### config.mk
export PLATFORM = sky130hd
export DESIGN_NAME = aes_round_sched
export DESIGN_NICKNAME = d
export VERILOG_FILES = /design/src/rtl/aes_pkg.sv /design/src/rtl/aes_rcon_gen.sv /design/src/rtl/aes_round_sched.sv
export SDC_FILE = /design/constraint.sdc
export NUM_CORES = 1
export LEC_CHECK = 0
export CORE_MARGIN = 2
export CORE_UTILIZATION = 50
export CTS_BUF_LIST = sky130_fd_sc_hd__clkbuf_16
export CTS_CLUSTER_DIAMETER = 80
export DETAILED_ROUTE_END_ITERATION = 8
export PLACE_DENSITY = 0.79
export SYNTH_ARGS = -nofsm -noshare
export SYNTH_HDL_FRONTEND = slang
export SYNTH_SLANG_ARGS = --single-unit
### constraint.sdc
create_clock -name clk -period 2.3 [get_ports clk]
set_input_delay 0.69 -clock clk [delete_from_list [all_inputs] [get_ports clk]]
set_output_delay 0.69 -clock clk [all_outputs]
set_load 0.02 [all_outputs]
### src/rtl/aes_pkg.sv
// ---------------------------------------------------------------------------
// aes_pkg
// Shared definitions for the iterative AES-128 round sequencer:
//   - aes_state_e : sequencer FSM states
//   - AES_NR      : default round count
//   - RIDX_W      : round-index width
//   - RCON_INIT   : first round constant
//   - RCON_POLY   : GF(2^8) reduction term used by xtime
//   - xtime()     : multiply-by-x in GF(2^8)
// ---------------------------------------------------------------------------
package aes_pkg;

  localparam int          AES_NR    = 10;
  localparam int          RIDX_W    = 4;
  localparam logic [7:0]  RCON_INIT = 8'h01;
  localparam logic [7:0]  RCON_POLY = 8'h1B;

  typedef enum logic [2:0] {
    ST_IDLE  = 3'd0,
    ST_INIT  = 3'd1,
    ST_ROUND = 3'd2,
    ST_FINAL = 3'd3,
    ST_HOLD  = 3'd4
  } aes_state_e;

  function automatic logic [7:0] xtime(input logic [7:0] b);
    return {b[6:0], 1'b0} ^ (b[7] ? RCON_POLY : 8'h00);
  endfunction

endpackage

### src/rtl/aes_rcon_gen.sv
// ---------------------------------------------------------------------------
// aes_rcon_gen
// Registered round-constant generator for the on-the-fly key expansion.
// Ports:
//   clk      in   clock
//   rst_n    in   async active-low reset (constant returns to 00)
//   load_i   in   load RCON_INIT
//   adv_i    in   advance constant by xtime
//   clr_i    in   force constant to 00
//   rcon_o   out  current round constant
// Priority: clear > load > advance.
// ---------------------------------------------------------------------------
module aes_rcon_gen
  import aes_pkg::*;
(
  input  logic       clk,
  input  logic       rst_n,
  input  logic       load_i,
  input  logic       adv_i,
  input  logic       clr_i,
  output logic [7:0] rcon_o
);

  logic [7:0] rcon_q;
  logic [7:0] rcon_d;

  always_comb begin
    rcon_d = rcon_q;
    if (clr_i)       rcon_d = 8'h00;
    else if (load_i) rcon_d = RCON_INIT;
    else if (adv_i)  rcon_d = xtime(rcon_q);
  end

  always_ff @(posedge clk or negedge rst_n) begin
    if (!rst_n) rcon_q <= 8'h00;
    else        rcon_q <= rcon_d;
  end

  assign rcon_o = rcon_q;

endmodule

### src/rtl/aes_round_sched.sv
// ---------------------------------------------------------------------------
// aes_round_sched
// Round sequencer for the iterative AES-128 encryption datapath. Steps the
// shared round logic through the initial AddRoundKey, NR-1 full rounds and
// the final round, and hands the result out over a valid/ready handshake.
// Ports:
//   clk        in   clock
//   rst_n      in   async active-low reset
//   start      in   request a new block (taken only when in_ready=1)
//   in_ready   out  sequencer idle
//   state_ld   out  state reg loads plaintext ^ key0
//   round_en   out  state/key regs capture round outputs
//   enbmc      out  MixColumns enable (0 = bypass)
//   round_idx  out  current round, 0..NR
//   rcon       out  round constant for round_idx
//   busy       out  INIT through FINAL
//   out_valid  out  ciphertext valid in state reg
//   out_ready  in   consumer takes result
// Parameter NR: total rounds, legal range 2..10.
//
// state    | meaning
// ---------+------------------------------------------------------------
// ST_IDLE  | waiting for start, in_ready=1
// ST_INIT  | initial AddRoundKey, state_ld=1, round_idx=0
// ST_ROUND | full round 1..NR-1, round_en=1, enbmc=1
// ST_FINAL | last round NR, round_en=1, MixColumns bypassed
// ST_HOLD  | result valid, wait for out_ready
// ---------------------------------------------------------------------------
module aes_round_sched
  import aes_pkg::*;
#(
  parameter int NR = AES_NR
) (
  input  logic              clk,
  input  logic              rst_n,
  input  logic              start,
  output logic              in_ready,
  output logic              state_ld,
  output logic              round_en,
  output logic              enbmc,
  output logic [RIDX_W-1:0] round_idx,
  output logic [7:0]        rcon,
  output logic              busy,
  output logic              out_valid,
  input  logic              out_ready
);

  localparam logic [RIDX_W-1:0] LAST_FULL = RIDX_W'(NR - 1);
  localparam logic [RIDX_W-1:0] FINAL_IDX = RIDX_W'(NR);

  aes_state_e        state_q;
  logic              state_ld_q;
  logic              round_en_q;
  logic              enbmc_q;
  logic              busy_q;
  logic              out_valid_q;
  logic [RIDX_W-1:0] round_idx_q;

  // Strobes are produced one edge ahead, together with the state they belong
  // to, so every output comes straight from a flop.
  always_ff @(posedge clk or negedge rst_n) begin
    if (!rst_n) begin
      state_q     <= ST_IDLE;
      state_ld_q  <= 1'b0;
      round_en_q  <= 1'b0;
      enbmc_q     <= 1'b0;
      busy_q      <= 1'b0;
      out_valid_q <= 1'b0;
      round_idx_q <= '0;
    end else begin
      case (state_q)
        ST_IDLE: begin
          if (start) begin
            state_q     <= ST_INIT;
            state_ld_q  <= 1'b1;
            busy_q      <= 1'b1;
            round_idx_q <= '0;
          end
        end
        ST_INIT: begin
          state_q     <= ST_ROUND;
          state_ld_q  <= 1'b0;
          round_en_q  <= 1'b1;
          enbmc_q     <= 1'b1;
          round_idx_q <= RIDX_W'(1);
        end
        ST_ROUND: begin
          if (round_idx_q == LAST_FULL) begin
            state_q     <= ST_FINAL;
            enbmc_q     <= 1'b0;
            round_idx_q <= FINAL_IDX;
          end else begin
            round_idx_q <= round_idx_q + RIDX_W'(1);
          end
        end
        ST_FINAL: begin
          state_q     <= ST_HOLD;
          round_en_q  <= 1'b0;
          busy_q      <= 1'b0;
          out_valid_q <= 1'b1;
          round_idx_q <= '0;
        end
        ST_HOLD: begin
          if (out_ready) begin
            state_q     <= ST_IDLE;
            out_valid_q <= 1'b0;
          end
        end
        default: begin
          state_q     <= ST_IDLE;
          state_ld_q  <= 1'b0;
          round_en_q  <= 1'b0;
          enbmc_q     <= 1'b0;
          busy_q      <= 1'b0;
          out_valid_q <= 1'b0;
          round_idx_q <= '0;
        end
      endcase
    end
  end

  // The constant is loaded as INIT hands over to round 1, steps once per
  // full round, and is cleared as FINAL ends so HOLD/IDLE read 00.
  logic rcon_load;
  logic rcon_adv;
  logic rcon_clr;

  assign rcon_load = (state_q == ST_INIT);
  assign rcon_adv  = (state_q == ST_ROUND);
  assign rcon_clr  = (state_q == ST_IDLE) || (state_q == ST_FINAL) ||
                     (state_q == ST_HOLD);

  aes_rcon_gen u_rcon_gen (
    .clk    (clk),
    .rst_n  (rst_n),
    .load_i (rcon_load),
    .adv_i  (rcon_adv),
    .clr_i  (rcon_clr),
    .rcon_o (rcon)
  );

  assign in_ready  = (state_q == ST_IDLE);
  assign state_ld  = state_ld_q;
  assign round_en  = round_en_q;
  assign enbmc     = enbmc_q;
  assign busy      = busy_q;
  assign out_valid = out_valid_q;
  assign round_idx = round_idx_q;

endmodule

* After elaboration in Yosys (flattened, before gate mapping)
Cells that the tools add are included.
Widths: inputs -> output; s select.
** Word-level totals
- Flip-flop bits (word level) :: 20
- Input port bits :: 4
- Output and inout bits :: 18
- Logic and storage cells :: 57
** Cells by class
- Add/subtract/negate cells :: 1
- Equal/unequal tests :: 8
- Mux-type cells :: 19
- Bitwise gates (word level) :: 6
- Reductions and logical operators :: 15
** Operators with widths (count)
- $mux 8 :: 3
- $pmux 4 s4 :: 1
- $pmux 3 s5 :: 1
- $reduce_or 3->1 :: 5
- $reduce_and 2->1 :: 5
- $mux 3 :: 3
- $mux 4 :: 2
- $xor 8x8->8 :: 1
- $eq 3x2->1 const B :: 2
- $pmux 1 s2 :: 3
- $pmux 1 s3 :: 2
- $mux 5 :: 1
- $not 1->1 :: 5
- $add 4x1->4 const B :: 1
- $eq 4x4->1 const B :: 1
- $ne 2x2->1 const B :: 2
- $eq 3x1->1 const B :: 1
- $eq 3x3->1 const B :: 1
- $logic_not 3->1 :: 1
- $mux 1 :: 3
- $reduce_and 3->1 :: 1
- $reduce_bool 3->1 :: 1
- $logic_or 1x1->1 :: 2
- $ne 2x1->1 const B :: 1

* Logic depth before layout (Yosys ltp)
- Depth in word-level cells :: 5
- Depth in mapped cells :: 5

* By module
From an unflattened synthesis, not the netlist that was laid out.
** Second synthesis, totals
- Cell total of the unflattened synthesis :: 93
- Area, all modules :: 968.4 um^2
** By module, submodules not included
- aes_round_sched :: instances 1, cells an instance 61, area each 613.1 um^2, sequential area each 300.3 um^2
- aes_rcon_gen :: instances 1, cells an instance 32, area each 355.3 um^2, sequential area each 200.2 um^2

* Worst setup path after synthesis
OpenSTA, ideal clock, no wires.
- Path kind :: register -> output
- Start :: register state_q[0]
- End :: output port in_ready
- Data arrival time :: 1.094 ns
- Path slack :: 0.516 ns
- Stages on the path, launching flop included :: 4
- Buffers on the path :: 1
- Cell sequence :: dfrtp_1 -> buf_6 -> or2_2 -> nor2_1
** On the way
- Longest elaborated chain between the ends :: 1
** RTL lines
- start: declaration :: RTL line aes_round_sched.sv:51 : aes_state_e state_q;
- start signal: assignment :: RTL line aes_round_sched.sv:63 : state_q <= ST_IDLE;
- start signal: assignment :: RTL line aes_round_sched.sv:74 : state_q <= ST_INIT;
- start signal: assignment :: RTL line aes_round_sched.sv:81 : state_q <= ST_ROUND;
- $logic_not 3->1 :: RTL line aes_round_sched.sv:142 : assign in_ready = (state_q == ST_IDLE);
- end: declaration :: RTL line aes_round_sched.sv:37 : output logic in_ready,
Every way passes these cells.

* Worst setup path in the final report
- Start :: register u_rcon_gen.rcon_q[7], in the netlist u_rcon_gen.rcon_o[7]
- End :: output port rcon[7]
** RTL lines
- start: declaration :: RTL line aes_rcon_gen.sv:24 : logic [7:0] rcon_q;
- start signal: assignment :: RTL line aes_rcon_gen.sv:36 : else rcon_q <= rcon_d;
- end: declaration :: RTL line aes_round_sched.sv:42 : output logic [7:0] rcon,
No word-level cell between the ends.

==> impl_metrics.toml <==
[grt]
grt_pass1_wl_mm = 3.55
grtUsageTotal_pct = 19.1
grt_overflow = 0
grt_pass1_vias = 803
antenna_found_initial = 0
grt_max_degree = 25

[worst_setup_path]
cp_cell_sequence = "clkdlybuf4s50_1"
cpPeakStageDelay_ns = 0.67
crit_slowest_cell = "clkdlybuf4s50_1"
end_kind = "output port"
worstSetupStartpoint = "u_rcon_gen.rcon_o[7]$_DFFE_PN0P_"
r2r_slack_ns = 0.74
crit_arrival_ns = 1.42
cp-endpoint = "rcon[7]"
crit_family = "buffers and inverters"
start_kind = "flop"
worstPathBufferInverterCount = 1
cp.depth = 1
path_class = "reg2out"
ff2ff_path_depth = 4
cp_data_required_time_ns = 1.61
timing.rr.start = "state_q[0]$_DFFE_PN0P_"
path_max_fanout = 7
rr_endpoint = "round_idx[2]$_DFFE_PN0P_"

[finish]
drive_above_1_share_pct = 10.3
synthToLayoutAreaGrowth_pct = 30.4
stdcell_count = 143
diodes = 0
nets = 124

[logic_synthesis]
synth_nets = 101
syn_inst = 95
netlist_area_um2 = 1010
yosys_warnings = 0
avgSynthCellArea_um2 = 10.6
synthFlopType = "dfrtp_1"
synth-seq-cells = 20
yosysUniqueCellTypes = 31
synth-edff-count = 0
synth_seq_area_share_pct = 49.5
synth-async-reset-ratio_pct = 100

[routing]
wire_per_inst_um = 14.5
wl_mm = 2.07
drt_iter0_markers = 10
vias_per_cell = 5.62
num_vias = 804
drc = 0
dr.pass1.iters = 4
ant_nets = 0

[die]
start_util_pct = 52.1
die_area_um2 = 2400
die_h_um = 49.0
core_um2 = 1940
row_count = 16
ios = 22
die_w_um = 49.0

[clock_network]
cts_tree = "done"
path_clk_slew_ns = 0.05
cts-buffers-inserted = 3
cts_root_buffer = "clkbuf_16"
clk_latency_ns = 0.24
clockBufferDepth = 2
htree_levels = 1
cts_sinks = 20

[power_and_ir_drop]
finalPower_w = 0.00177
pwr_density_cell_nw_per_um2 = 1340
leakage_nw = 0.572
vdd_drop_max_mv = 0.693

[worst_hold_path]
hold_class = "reg2reg"

[sta]
whs_ns = 0.514
rsz0062_at_grt = "false"
final.min_clock_period_ns = 2.11
slew-limit-headroom_pct = 76.5
setup_tns_ns = 0
max_freq_ghz = 0.473
tightest_slew_ns = 0.351
skew_ns = 0.00113
hold_viol_final = 0
slew_violations = 0
period_share_pct = 91.9
setup_viol = 0

[place]
port_buffers = 21
place_inst = 140
dp_hpwl_mm = 1.44
gp_congestion = 0.763

[job]
maxCapViolations = 0

[run_status]
outcome = "finished, final reports clean"
[final cells by class]
| cell class | count | area [um2] |
|---|---|---|
| Multi-Input combinational cell | 63 | 448 |
| Fill cell | 163 | 623 |
| Clock buffer | 3 | 75.1 |
| Inverter | 4 | 15.0 |
| Sequential cell | 20 | 500 |
| Timing Repair Buffer | 26 | 246 |
| Tap cell | 27 | 33.8 |
[flip-flops by register name (all words and copies together), names as in the netlist]
signal	count
busy	1
enbmc	1
out_valid	1
round_en	1
round_idx	4
state_ld	1
state_q	3
u_rcon_gen.rcon_o	8
[per-layer routing]
layer	part of all wire, %	vias up	GRT usage, %
li1	-	387	-
met1	47	398	23.5
met2	50	17	33.6
met3	2.5	2	3.07
met4	0.58	0	7.14
met5	0	-	0
[cell families after synthesis]
kind of cell,synth area share [%]
flip-flops,49.5
AO/OA/AOI/OAI,24.4
adder cells (fa/ha/maj),2.47
buffers and inverters,6.19
AND/OR/NAND/NOR,13.1
XOR/XNOR,4.33
[how the worst min path moves through the flow]
stage | start | to | depth (start not counted)
3_5_place_dp | out_valid$_DFFE_PN0P_ | out_valid$_DFFE_PN0P_ | 1
2_1_floorplan | rst_n | busy$_DFFE_PN0P_ | 0
4_1_cts | enbmc$_DFFE_PN0P_ | enbmc$_DFFE_PN0P_ | 1
5_1_grt | enbmc$_DFFE_PN0P_ | enbmc$_DFFE_PN0P_ | 1
3_3_place_gp | enbmc$_DFFE_PN0P_ | enbmc$_DFFE_PN0P_ | 1
6_report | enbmc$_DFFE_PN0P_ | enbmc$_DFFE_PN0P_ | 1
[cells in the mapped netlist (3+ instances only)]
cell | n | share of area [%]
nand2b_1 | 3 | 1.9
xnor2_1 | 4 | 3.5
inv_1 | 4 | 1.5
a32o_1 | 5 | 5.0
a22o_1 | 5 | 4.3
dfrtp_1 | 20 | 50
o211ai_1 | 3 | 2.2
clkbuf_1 | 4 | 1.5
nor2b_1 | 3 | 1.9
nor2_1 | 10 | 3.7
o21ai_0 | 6 | 3.0
a211o_1 | 3 | 2.6
[timing repair]
action	in CTS	in global routing
setup endpoints to repair	1	0
gates resized for setup	1	0
buffers inserted	0	0
hold buffers	0	0
[power breakdown]
group | leakage [nW] | switching [W] | internal (W)
clock network | 0.0370 | 0.000110 | 0.000228
registers | 0.260 | 0.0000827 | 0.000460
logic | 0.275 | 0.000504 | 0.000384
[cells in the final DEF, fill, tap and decap left out, types with 2 or more instances in the layout]
cell type and count:
dfrtp_1 20, clkdlybuf4s50_1 20, nor2_1 10, o21ai_0 6, a22o_1 5, a32o_1 5, buf_4 5, inv_1 4
xnor2_1 4, o211ai_1 3, nor2b_1 3, nand2b_1 3, a211o_1 3, clkbuf_16 3, o21ai_1 2, nand2_1 2
o2bb2ai_1 2, ha_1 2
[per-stage QoR]
step | cell area [um2] | setup slack [ns] | utilization (%)
2_1_floorplan | 1010 | 0.516 | -
3_3_place_gp | 1240 | 0.215 | 64.1
3_5_place_dp | 1240 | 0.199 | 64.1
4_1_cts | 1320 | 0.177 | 67.9
5_1_grt | 1320 | 0.118 | 67.9
6_report | 1320 | 0.186 | 67.9
Note: power is estimated with default switching activity, not from simulation.
